--- src/rtl/midi_msg_parser_pkg.sv ---
// Shared MIDI constants: command codes, status nibbles, parser states and
// the status-to-command decode used by the MIDI message parser.
package midi_msg_parser_pkg;

  localparam int MIDI_CMD_SIZE = 3;

  localparam logic [MIDI_CMD_SIZE-1:0] MIDI_CMD_NOTE_OFF = 3'd0;
  localparam logic [MIDI_CMD_SIZE-1:0] MIDI_CMD_NOTE_ON  = 3'd1;
  localparam logic [MIDI_CMD_SIZE-1:0] MIDI_CMD_POLY_AT  = 3'd2;
  localparam logic [MIDI_CMD_SIZE-1:0] MIDI_CMD_CC       = 3'd3;
  localparam logic [MIDI_CMD_SIZE-1:0] MIDI_CMD_PROG     = 3'd4;
  localparam logic [MIDI_CMD_SIZE-1:0] MIDI_CMD_CH_AT    = 3'd5;
  localparam logic [MIDI_CMD_SIZE-1:0] MIDI_CMD_PITCH    = 3'd6;
  localparam logic [MIDI_CMD_SIZE-1:0] MIDI_CMD_NONE     = 3'd7;

  localparam logic [3:0] STAT_NOTE_OFF = 4'h8;
  localparam logic [3:0] STAT_NOTE_ON  = 4'h9;
  localparam logic [3:0] STAT_POLY_AT  = 4'hA;
  localparam logic [3:0] STAT_CC       = 4'hB;
  localparam logic [3:0] STAT_PROG     = 4'hC;
  localparam logic [3:0] STAT_CH_AT    = 4'hD;
  localparam logic [3:0] STAT_PITCH    = 4'hE;

  typedef enum logic [1:0] {
    ST_IDLE    = 2'd0,
    ST_WAIT_D0 = 2'd1,
    ST_WAIT_D1 = 2'd2,
    ST_SKIP    = 2'd3
  } state_t;

  function automatic logic [MIDI_CMD_SIZE-1:0] status_to_cmd(input logic [3:0] nib);
    case (nib)
      STAT_NOTE_OFF: status_to_cmd = MIDI_CMD_NOTE_OFF;
      STAT_NOTE_ON:  status_to_cmd = MIDI_CMD_NOTE_ON;
      STAT_POLY_AT:  status_to_cmd = MIDI_CMD_POLY_AT;
      STAT_CC:       status_to_cmd = MIDI_CMD_CC;
      STAT_PROG:     status_to_cmd = MIDI_CMD_PROG;
      STAT_CH_AT:    status_to_cmd = MIDI_CMD_CH_AT;
      STAT_PITCH:    status_to_cmd = MIDI_CMD_PITCH;
      default:       status_to_cmd = MIDI_CMD_NONE;
    endcase
  endfunction

  function automatic logic cmd_two_data(input logic [MIDI_CMD_SIZE-1:0] cmd);
    case (cmd)
      MIDI_CMD_PROG,
      MIDI_CMD_CH_AT: cmd_two_data = 1'b0;
      default:        cmd_two_data = 1'b1;
    endcase
  endfunction

endpackage

--- src/rtl/midi_msg_parser.sv ---
// MIDI byte stream to parallel command bus: running status, realtime
// pass-over, SysEx skipping, channel filtering and protocol-error strobes.
module midi_msg_parser
  import midi_msg_parser_pkg::*;
#(
  parameter bit         OMNI        = 1'b1,
  parameter logic [3:0] CHANNEL     = 4'd0,
  parameter bit         VEL0_IS_OFF = 1'b1
) (
  input  logic                     clk,
  input  logic                     reset,
  input  logic                     byte_rdy,
  input  logic [7:0]               byte_data,
  output logic                     midi_rdy,
  output logic [MIDI_CMD_SIZE-1:0] midi_cmd,
  output logic [3:0]               midi_ch_sysn,
  output logic [6:0]               midi_data0,
  output logic [6:0]               midi_data1,
  output logic                     parse_err
);

  state_t                   state_q, state_d;
  logic [MIDI_CMD_SIZE-1:0] run_cmd_q, run_cmd_d;
  logic [3:0]               run_ch_q, run_ch_d;
  logic                     fresh_q, fresh_d;
  logic [6:0]               d0_q, d0_d;
  logic                     rdy_q, rdy_d;
  logic                     err_q, err_d;
  logic [MIDI_CMD_SIZE-1:0] cmd_q, cmd_d;
  logic [3:0]               ch_q, ch_d;
  logic [6:0]               data0_q, data0_d;
  logic [6:0]               data1_q, data1_d;

  logic                     is_rt_s, is_sys_s, is_cv_s;
  logic                     emit_s, accept_s;
  logic [6:0]               emit_d0_s, emit_d1_s;
  logic [MIDI_CMD_SIZE-1:0] emit_cmd_s;

  assign is_rt_s  = byte_data[7] & (byte_data[6:3] == 4'hF);
  assign is_sys_s = byte_data[7] & (byte_data[6:3] == 4'hE);
  assign is_cv_s  = byte_data[7] & ~is_rt_s & ~is_sys_s;
  assign accept_s = OMNI | (run_ch_q == CHANNEL);

  // Next-state, running status and output bus computation.
  always_comb begin
    state_d   = state_q;
    run_cmd_d = run_cmd_q;
    run_ch_d  = run_ch_q;
    fresh_d   = fresh_q;
    d0_d      = d0_q;
    rdy_d     = 1'b0;
    err_d     = 1'b0;
    cmd_d     = cmd_q;
    ch_d      = ch_q;
    data0_d   = data0_q;
    data1_d   = data1_q;
    emit_s    = 1'b0;
    emit_d0_s = 7'd0;
    emit_d1_s = 7'd0;

    if (!byte_rdy || is_rt_s) begin
      state_d = state_q;
    end else if (is_cv_s) begin
      // A new status abandons any message that has started but not finished.
      err_d     = (state_q == ST_WAIT_D1) | ((state_q == ST_WAIT_D0) & fresh_q);
      run_cmd_d = status_to_cmd(byte_data[7:4]);
      run_ch_d  = byte_data[3:0];
      fresh_d   = 1'b1;
      state_d   = ST_WAIT_D0;
    end else if (is_sys_s) begin
      fresh_d = 1'b0;
      state_d = (byte_data[3:0] == 4'h7) ? ST_IDLE : ST_SKIP;
    end else begin
      case (state_q)
        ST_IDLE: err_d = 1'b1;
        ST_WAIT_D0: begin
          if (cmd_two_data(run_cmd_q)) begin
            d0_d    = byte_data[6:0];
            state_d = ST_WAIT_D1;
          end else begin
            emit_s    = 1'b1;
            emit_d0_s = byte_data[6:0];
            fresh_d   = 1'b0;
          end
        end
        ST_WAIT_D1: begin
          emit_s    = 1'b1;
          emit_d0_s = d0_q;
          emit_d1_s = byte_data[6:0];
          fresh_d   = 1'b0;
          state_d   = ST_WAIT_D0;
        end
        default: state_d = state_q;
      endcase
    end

    if (VEL0_IS_OFF && (run_cmd_q == MIDI_CMD_NOTE_ON) && (emit_d1_s == 7'd0)) begin
      emit_cmd_s = MIDI_CMD_NOTE_OFF;
    end else begin
      emit_cmd_s = run_cmd_q;
    end

    if (emit_s && accept_s) begin
      rdy_d   = 1'b1;
      cmd_d   = emit_cmd_s;
      ch_d    = run_ch_q;
      data0_d = emit_d0_s;
      data1_d = emit_d1_s;
    end else begin
      rdy_d = 1'b0;
    end
  end

  // State and output registers.
  always_ff @(posedge clk or posedge reset) begin
    if (reset) begin
      state_q   <= ST_IDLE;
      run_cmd_q <= MIDI_CMD_NONE;
      run_ch_q  <= 4'd0;
      fresh_q   <= 1'b0;
      d0_q      <= 7'd0;
      rdy_q     <= 1'b0;
      err_q     <= 1'b0;
      cmd_q     <= 3'd0;
      ch_q      <= 4'd0;
      data0_q   <= 7'd0;
      data1_q   <= 7'd0;
    end else begin
      state_q   <= state_d;
      run_cmd_q <= run_cmd_d;
      run_ch_q  <= run_ch_d;
      fresh_q   <= fresh_d;
      d0_q      <= d0_d;
      rdy_q     <= rdy_d;
      err_q     <= err_d;
      cmd_q     <= cmd_d;
      ch_q      <= ch_d;
      data0_q   <= data0_d;
      data1_q   <= data1_d;
    end
  end

  assign midi_rdy     = rdy_q;
  assign parse_err    = err_q;
  assign midi_cmd     = cmd_q;
  assign midi_ch_sysn = ch_q;
  assign midi_data0   = data0_q;
  assign midi_data1   = data1_q;

endmodule

--- config.mk ---
export PLATFORM = sky130hd
export DESIGN_NAME = midi_msg_parser
export DESIGN_NICKNAME = d
export VERILOG_FILES = /design/src/rtl/midi_msg_parser_pkg.sv /design/src/rtl/midi_msg_parser.sv
export SDC_FILE = /design/constraint.sdc
export NUM_CORES = 1
export LEC_CHECK = 0
export CAP_MARGIN = 15
export CORE_ASPECT_RATIO = 1.25
export CORE_MARGIN = 1
export CORE_UTILIZATION = 40
export DETAILED_ROUTE_END_ITERATION = 7
export SYNTH_ARGS = -nofsm -noshare
export SYNTH_HDL_FRONTEND = slang
export SYNTH_SLANG_ARGS = --single-unit
export TNS_END_PERCENT = 20
--- constraint.sdc ---
create_clock -name clk -period 2.8 [get_ports clk]
set_input_delay 0.42 -clock clk [delete_from_list [all_inputs] [get_ports clk]]
set_output_delay 0.42 -clock clk [all_outputs]
set_load 0.02 [all_outputs]
==> results of run 1 <==
[cell usage in the layout (no fill, tap or decap), types with 3 or more instances in the layout]
cell and count:
o21ai_0 15, clkdlybuf4s50_1 33, dfstp_2 3, clkbuf_8 7, a21oi_1 3, inv_1 5
dfrtp_1 37, mux2_2 10, nand3_1 4, a22oi_1 7, a32o_1 3, nand2b_1 3
nor2b_1 4, ha_1 3, nand2_1 34
[per-stage QoR]
stage          worst slack [ns]  area, um2  hold slack (ns)  cells
2_1_floorplan              1.16       1770            0.435    163
3_3_place_gp              0.627       2140            0.454    245
3_5_place_dp              0.572       2140            0.457    245
4_1_cts                   0.755       2270            0.477    253
5_1_grt                   0.631       2270            0.493    253
6_report                  0.771       2270            0.469    253
[path summary, 6_finish.rpt]
| path | cells after the start | endpoint | slack [ns] |
|---|---|---|---|
| max | 6 | midi_cmd[2]$_DFFE_PP0P_ | 0.77 |
| min | 2 | midi_ch_sysn[0]$_DFFE_PP0P_ | 0.47 |
| max reg2reg | 6 | midi_cmd[2]$_DFFE_PP0P_ | 0.77 |
| min reg2reg | 2 | midi_ch_sysn[0]$_DFFE_PP0P_ | 0.47 |
| max in group asynchronous | 3 | run_cmd_q[1]$_DFFE_PP1P_ | 1.88 |
| min in group asynchronous | 3 | midi_data1[0]$_DFFE_PP0P_ | 0.55 |
[sequential cells by signal, summed over array words and instances (netlist names)]
signal / count
d0_q: 7
fresh_q: 1
midi_ch_sysn: 4
midi_cmd: 3
midi_data0: 7
midi_data1: 7
midi_rdy: 1
parse_err: 1
run_ch_q: 4
run_cmd_q: 3
state_q: 2
[worst max-delay path, stage by stage, from the launching register on]
cell      delay (ns)
dfrtp_1         0.36
inv_1           0.07
ha_1            0.23
and3b_1         0.32
o211ai_4        0.45
inv_2           0.16
mux2_4          0.32
[power by group]
part           internal (uW)  switching [uW]
sequential               803             114
combinational            443             478
clock                    314             187
[final cells by class]
class / instances / area [um2] / share of cell area
clock inverter: 1 / 30.0 / 0.0132
clock buffer: 7 / 96.3 / 0.0425
timing repair buffer: 35 / 345 / 0.152
multi-input combinational: 108 / 698 / 0.308
inverter: 6 / 22.5 / 0.00993
tap: 56 / 70.1 / 0.0309
sequential: 40 / 1000 / 0.443
[kinds of logic (layout without fill, tap and decap cells)]
| logic type | Yosys count | after routing | share of synthesized area |
|---|---|---|---|
| fa+ha+maj | 3 | 3 | 0.0212 |
| mux | 13 | 13 | 0.0832 |
| buf+inv | 15 | 49 | 0.0402 |
| flops | 40 | 40 | 0.566 |
| compound gates | 39 | 39 | 0.152 |
| simple gates | 53 | 53 | 0.137 |
[layer usage]
layer | track usage | part of all wire | vias to the layer above
li1 | - | - | 630
met1 | 0.247 | 0.44 | 616
met2 | 0.282 | 0.50 | 41
met3 | 0.0390 | 0.044 | 7
met4 | 0.0600 | 0.016 | 0
met5 | 0 | 0 | -
==> key figures, run 1 <==
Logic synthesis
  – Post-synth top cells: dfrtp_1 (37), nand2_1 (34), o21ai_0 (15)
  – Post-Synthesis Cells: 163
  – EDFF count, synth: 0
  – Cell taking the most area after synthesis: dfrtp_1
  – Top_reg_cell synth: dfrtp_1
  – Top cells by area, synth: dfrtp_1 (52%), nand2_1 (7.2%), mux2_2 (6.3%)
  – Asr flop ratio synth: 1.00
  – Net Count, Synth: between 150 and 200
  – Synth unique cells: 33
  – Post-synth top area share: 0.522
  – Synth Cell Area: 0.00177 mm2
  – Syn_area_per_cell: around 11 um2
  – Synth Warn #: 0
  – Synth Register Bits: 40
  – Sequential cell area fraction in the yosys report: 0.566
  – Most frequent cell after synthesis: dfrtp_1

Layout
  – Layout cell share with drive strength beyond 1: 0.132
  – N_diodes: 0
  – Area grow syn2layout: 27.8%
  – Nets@finish: 210
  – Final Util: 0.544
  – Filler cell count: approximately 400

Placement
  – GP Congestion: 0.912
  – Hpwl dp: 2.67 mm
  – Input/output buffers: 33

STA
  – Setup_tns: 0 ns
  – Max Transition Viols Final: 0
  – Fin. Hold Viols: 0
  – Final worst path period need: roughly 2 ns
  – Fmax: 493 MHz
  – Final setup violation count: 0
  – RSZ-0062 raised after global routing: no
  – Final period utilization: 0.725
  – Max_slew headroom: 0.627
  – Worst slew pin tran: 0.559 ns
  – Skew final: between 0.006 and 0.007 ns

Worst setup path
  – CP Max Fanout: 16
  – Crit end category: register
  – Worst setup path startpoint: state_q[1]$_DFFE_PP0P_
  – WP data required: 2.98 ns
  – Worst setup SP type: register
  – Worst Path Arrival: about 2.2 ns
  – R2R Path Start: state_q[1]$_DFFE_PP0P_
  – CP Class: reg -> reg

Detailed routing
  – DR vias: 1294
  – WL per Instance: around 15 um
  – First-pass iteration count of the detailed router: 4
  – DRT iter0 DRCs: 59
  – Drc violations: 0
  – Via-to-Cell Ratio: 5.11
  – Post-route ant nets: 0
  – Routed WL: 3.72 mm

Hold path
  – Critical hold path startpoint: run_ch_q[0]$_DFFE_PP0P_
  – Hold Path Class: reg -> reg

Die
  – Die ar.: ~0.0047 mm2
  – Initial core utilization: 0.426
  – Site Rows: 26
  – Io pins: 34
  – Die outline height: 76.5 um
  – Die Width: roughly 62 um
  – Core area: 0.00416 mm2

GRT
  – GR Overflow Total: 0
  – Largest net degree at the start of global routing: 41
  – Initial antenna violation count: 0
  – First-pass GRT wire length: 6.36 mm
  – Vias in the first global route: roughly 1300
  – GRT Util Overall: 0.181

Clocking
  – CTS tree: built
  – Clk Latency, worst-skew pair: 0.29 ns
  – CTS buffer count: 5
  – CTS clock-pin slew for the worst setup and hold paths: ~0.070 ns
  – Post-CTS Setup Bufs: 0
  – CTS Sinks: 40
  – CTS Hold Bufs: 0
  – Max clock buf depth: 2
  – Post_cts resized: 0
  – Htree depth: 2
  – Clock Tree Root: clkbuf_8

Pwr
  – Max rail drop VDD: 479 uV
  – Power Total: 2340 uW
  – Leak pwr: 0.000989 uW
  – Pwr/cell area: about 1000 mW/mm2

Flow run
  – Max-Cap Viols: 0

Run status
  – Run status: complete, no violations
(Power assumes the default switching activity.)
==> inputs of run 2 (changes only) <==
- PLACE_DENSITY: default -> 0.67
- clock period: 2.8 -> 1.7 ns (I/O delays scaled with it)
==> key figures, run 2 (synthesis results as in run 1) <==
Pwr
  – Max rail drop VDD: ~800 uV
  – Pwr/cell area: 1650 mW/mm2
  – Power Total: 4120 uW
  – Leak pwr: 0.00111 uW

Worst setup path
  – Worst setup SP type: register
  – CP Max Fanout: 5
  – R2R Path Start: state_q[0]$_DFFE_PP0P_
  – Worst Path Arrival: 1.83 ns
  – Crit end category: register
  – Worst setup path startpoint: state_q[0]$_DFFE_PP0P_
  – Crit path buf inv count: 1
  – CP Class: reg -> reg
  – CP top delay family: flip-flops
  – Worst path max stage delay: 0.43 ns
  – Critical-path cell list: ha_4, and3b_2, o211ai_4, inv_2, mux2_4
  – WP data required: 1.88 ns
  – Critical-path top delay cell: dfrtp_1

STA
  – Final Worst Setup Slack: 0.0518 ns
  – Setup_tns: 0 ns
  – Final setup violation count: 0
  – Max_slew headroom: 0.801
  – RSZ-0062 raised after global routing: yes
  – Max Transition Viols Final: 0
  – Fmax: 607 MHz
  – Final period utilization: 0.970
  – Skew final: approximately 0.0052 ns
  – Worst slew pin tran: 0.297 ns
  – Final worst path period need: 1.65 ns
  – Fin. Hold Viols: 0

Layout
  – Commonest non-fill, non-tap cells in the layout: dfrtp_1 (37), nand2_1 (34), clkdlybuf4s50_1 (33)
  – N_diodes: 0
  – Final Util: 0.600
  – Layout cell share with drive strength beyond 1: 0.251
  – Nets@finish: 232
  – Commonest non-fill, non-tap cell in the layout: dfrtp_1
  – Design area: 0.00250 mm2
  – Area grow syn2layout: 40.8%

Placement
  – GP Congestion: 0.917
  – Pre-CTS setup slack: -0.0761 ns
  – Hpwl dp: approximately 2.9 mm
  – Input/output buffers: 33
  – Post-DP Area: ~0.0023 mm2

Clocking
  – CTS Sinks: 40
  – CTS Hold Bufs: 0
  – CTS buffer count: 5
  – Htree depth: 2
  – CTS clock-pin slew for the worst setup and hold paths: around 0.08 ns
  – Clk Latency, worst-skew pair: 0.29 ns
  – Max clock buf depth: 2
  – Clock Tree Root: clkbuf_8
  – CTS tree: built

Die
  – Die outline height: approximately 76 um
  – Die ar.: 0.00471 mm2
  – Site Rows: 26
  – Core area: 0.00416 mm2
  – Die Width: 61.6 um
  – Initial core utilization: 0.426
  – Io pins: 34

Hold path
  – Hold Path Class: in -> async

Detailed routing
  – Via-to-Cell Ratio: 5.06
  – DR vias: 1391
  – DRT iter0 DRCs: 69
  – Drc violations: 0
  – Routed WL: around 4.0 mm
  – WL per Instance: 14.5 um
  – Post-route ant nets: 0
  – First-pass iteration count of the detailed router: 4

Run status
  – Run status: complete, no violations

GRT
  – Vias in the first global route: between 1000 and 1500
  – First-pass GRT wire length: about 6.8 mm
  – GR Overflow Total: 0
  – GRT Util Overall: 0.194
  – Largest net degree at the start of global routing: slightly above 40
  – Initial antenna violation count: 0

Flow run
  – Max-Cap Viols: 0
-- run 2: cell types whose count changed in the layout (fill, tap and decap cells not counted), moves of 2 or more --
cell	before	now
inv_1	5	3
inv_2	1	3
ha_4	0	2
buf_4	2	21
buf_12	0	2
ha_1	3	1
-- run 2: per-stage QoR --
| stage | std cells | hold WS (ns) |
|---|---|---|
| after global routing | 275 | 0.331 |
| after detailed placement | 265 | 0.460 |
| after floorplan | 163 | 0.369 |
| after CTS | 273 | 0.315 |
| final | 275 | 0.307 |
| after global placement | 265 | 0.452 |
-- run 2: routing by layer --
layer	vias up	GRT usage	share of wire
met4	0	0.0467	0.0080
met5	-	0	0
met2	34	0.332	0.53
met1	674	0.237	0.43
li1	680	-	-
met3	3	0.0458	0.029
-- run 2: final timing paths --
path / endpoint / slack [ns] / cells after the start
max in group asynchronous: run_cmd_q[1]$_DFFE_PP1P_ / 1.13 / 3
worst max register to register: midi_cmd[2]$_DFFE_PP0P_ / 0.05 / 5
worst min register to register: midi_ch_sysn[1]$_DFFE_PP0P_ / 0.47 / 2
worst max-delay path: midi_cmd[2]$_DFFE_PP0P_ / 0.05 / 5
min in group clk: midi_ch_sysn[1]$_DFFE_PP0P_ / 0.47 / 2
worst min-delay path: midi_data0[1]$_DFFE_PP0P_ / 0.31 / 3
-- run 2: power by group --
group	leakage, uW	internal, uW	switching [uW]
Sequential	0.000503	1320	203
Clock	0.0000645	518	327
Combinational	0.000543	906	846
Total	0.00111	2750	1380
-- run 2: cell type report --
class	instances	area (um2)
sequential	40	1000
multi-input combinational	108	736
inverter	6	22.5
fill	365	1670
clock buffer	7	96.3
timing repair buffer	57	539
clock inverter	1	30.0
tap	56	70.1
-- run 2: worst min-delay path: cells and delay by family --
family | cells | cell delay [ns]
buffers and inverters | 3 | 0.71
-- run 2: timing repair --
item	4_1_cts	5_1_grt
pin swaps	0	1
setup buffers	0	2
setup endpoints to repair	8	23
resized for setup	1	9
==> inputs of run 3 (changes only) <==
- CORE_MARGIN: 1 -> default
- CTS_BUF_LIST: default -> sky130_fd_sc_hd__clkbuf_16
==> key figures, run 3 (synthesis results as in run 1) <==
Run status
  – Run status: complete, no violations

STA
  – Fmax: ~610 MHz
  – Worst slew pin tran: 0.299 ns
  – Hold WS: between 0.3 and 0.4 ns
  – Skew final: approximately 0.0035 ns
  – RSZ-0062 raised after global routing: no
  – Setup_tns: 0 ns
  – Final period utilization: 0.964
  – Final setup violation count: 0
  – Final Worst Setup Slack: between 0.06 and 0.07 ns
  – Max_slew headroom: 0.800
  – Final worst path period need: between 1.5 and 2 ns
  – Fin. Hold Viols: 0
  – Max Transition Viols Final: 0

GRT
  – Largest net degree at the start of global routing: 41
  – Initial antenna violation count: 0
  – First-pass GRT wire length: around 6.9 mm
  – GR Overflow Total: 0
  – Vias in the first global route: 1426
  – GRT Util Overall: 0.199

Layout
  – N_diodes: 0
  – Design area: 0.00253 mm2
  – Area grow syn2layout: 42.9%
  – Commonest non-fill, non-tap cell in the layout: dfrtp_1
  – Layout cell share with drive strength beyond 1: 0.242
  – Commonest non-fill, non-tap cells in the layout: dfrtp_1 (37), nand2_1 (34), clkdlybuf4s50_1 (33)
  – Nets@finish: 232

Clocking
  – CTS clock-pin slew for the worst setup and hold paths: about 0.06 ns
  – Htree depth: 2
  – CTS buffer count: 5
  – Clock Tree Root: clkbuf_16
  – Clk Latency, worst-skew pair: between 0.2 and 0.3 ns
  – CTS Sinks: 40
  – Max clock buf depth: 2
  – CTS tree: built

Placement
  – Pre-CTS setup slack: -0.0761 ns
  – GP Congestion: 0.917
  – Hpwl dp: 2.90 mm
  – Input/output buffers: 33
  – Post-DP Area: 0.00232 mm2

Detailed routing
  – Drc violations: 0
  – WL per Instance: 15.1 um
  – Post-route ant nets: 0
  – Routed WL: 4.15 mm
  – First-pass iteration count of the detailed router: 4
  – DRT iter0 DRCs: 59
  – Via-to-Cell Ratio: 5.06
  – DR vias: 1392

Die
  – Initial core utilization: 0.426
  – Die Width: approximately 62 um
  – Site Rows: 26
  – Die ar.: 0.00471 mm2
  – Die outline height: 76.5 um
  – Io pins: 34
  – Core area: approximately 0.0042 mm2

Worst setup path
  – Worst Path Arrival: roughly 1.8 ns
  – Crit end category: register
  – CP Class: reg -> reg
  – Crit path buf inv count: 1
  – CP Max Fanout: 5
  – Critical-path top delay cell: dfrtp_1
  – CP top delay family: flip-flops
  – Worst path max stage delay: 0.42 ns
  – Worst setup SP type: register
  – WP data required: 1.86 ns
  – Critical-path cell list: ha_4, and3b_2, o211ai_4, inv_2, mux2_4

Pwr
  – Leak pwr: 0.00112 uW
  – Power Total: between 4000 and 5000 uW
  – Pwr/cell area: 1710 mW/mm2
  – Max rail drop VDD: 826 uV

Hold path
  – Hold Path Class: in -> async

Flow run
  – Max-Cap Viols: 0
## run 3: cell type report
class / count / area, um2
Fill cell: 366 / 1630
Sequential cell: 40 / 1000
Multi-Input combinational cell: 108 / 736
Timing Repair Buffer: 57 / 539
Clock buffer: 5 / 125
Tap cell: 56 / 70.1
Clock inverter: 3 / 37.5
Inverter: 6 / 22.5
## run 3: routing by layer
layer	wire length, um	up-vias	GRT usage	part of all wire
li1	-	676	-	-
met1	1740	678	0.237	0.42
met2	2280	38	0.348	0.55
met3	122	0	0.0458	0.029
met4	0	0	0.0467	0
met5	0	-	0	0
## run 3: worst paths after layout
kind	endpoint	slack [ns]	depth (start not counted)	startpoint
max in group asynchronous	run_cmd_q[1]$_DFFE_PP1P_	1.11	3	reset
min in group clk	midi_ch_sysn[1]$_DFFE_PP0P_	0.47	2	midi_ch_sysn[1]$_DFFE_PP0P_
max reg2reg	midi_cmd[2]$_DFFE_PP0P_	0.06	5	state_q[0]$_DFFE_PP0P_
min reg2reg	midi_ch_sysn[1]$_DFFE_PP0P_	0.47	2	midi_ch_sysn[1]$_DFFE_PP0P_
min	midi_data0[1]$_DFFE_PP0P_	0.33	3	reset
max	midi_cmd[2]$_DFFE_PP0P_	0.06	5	state_q[0]$_DFFE_PP0P_
## run 3: tightest hold or removal path: stages
cell and delay (ns):
clkdlybuf4s50_1 0.39, inv_1 0.09, buf_12 0.23
## run 3: through the flow
| step | utilization | cells |
|---|---|---|
| finish | 0.609 | 275 |
| global route | 0.609 | 275 |
| CTS | 0.596 | 273 |
| detailed placement | 0.556 | 265 |
| global placement | 0.556 | 265 |
| floorplan | - | 163 |
## run 3: timing repair
item / 4_1_cts / 5_1_grt
setup endpoints to repair: 9 / 19
pin swaps: 0 / 1
resized for setup: 1 / 9
buffers inserted: 0 / 2
hold buffers: 0 / 0
## run 3: report_power, final
group	total (uW)	leakage [uW]	switching [uW]	internal (uW)
combinational	1760	0.000543	851	906
sequential	1530	0.000503	207	1330
clock	1030	0.0000789	353	681
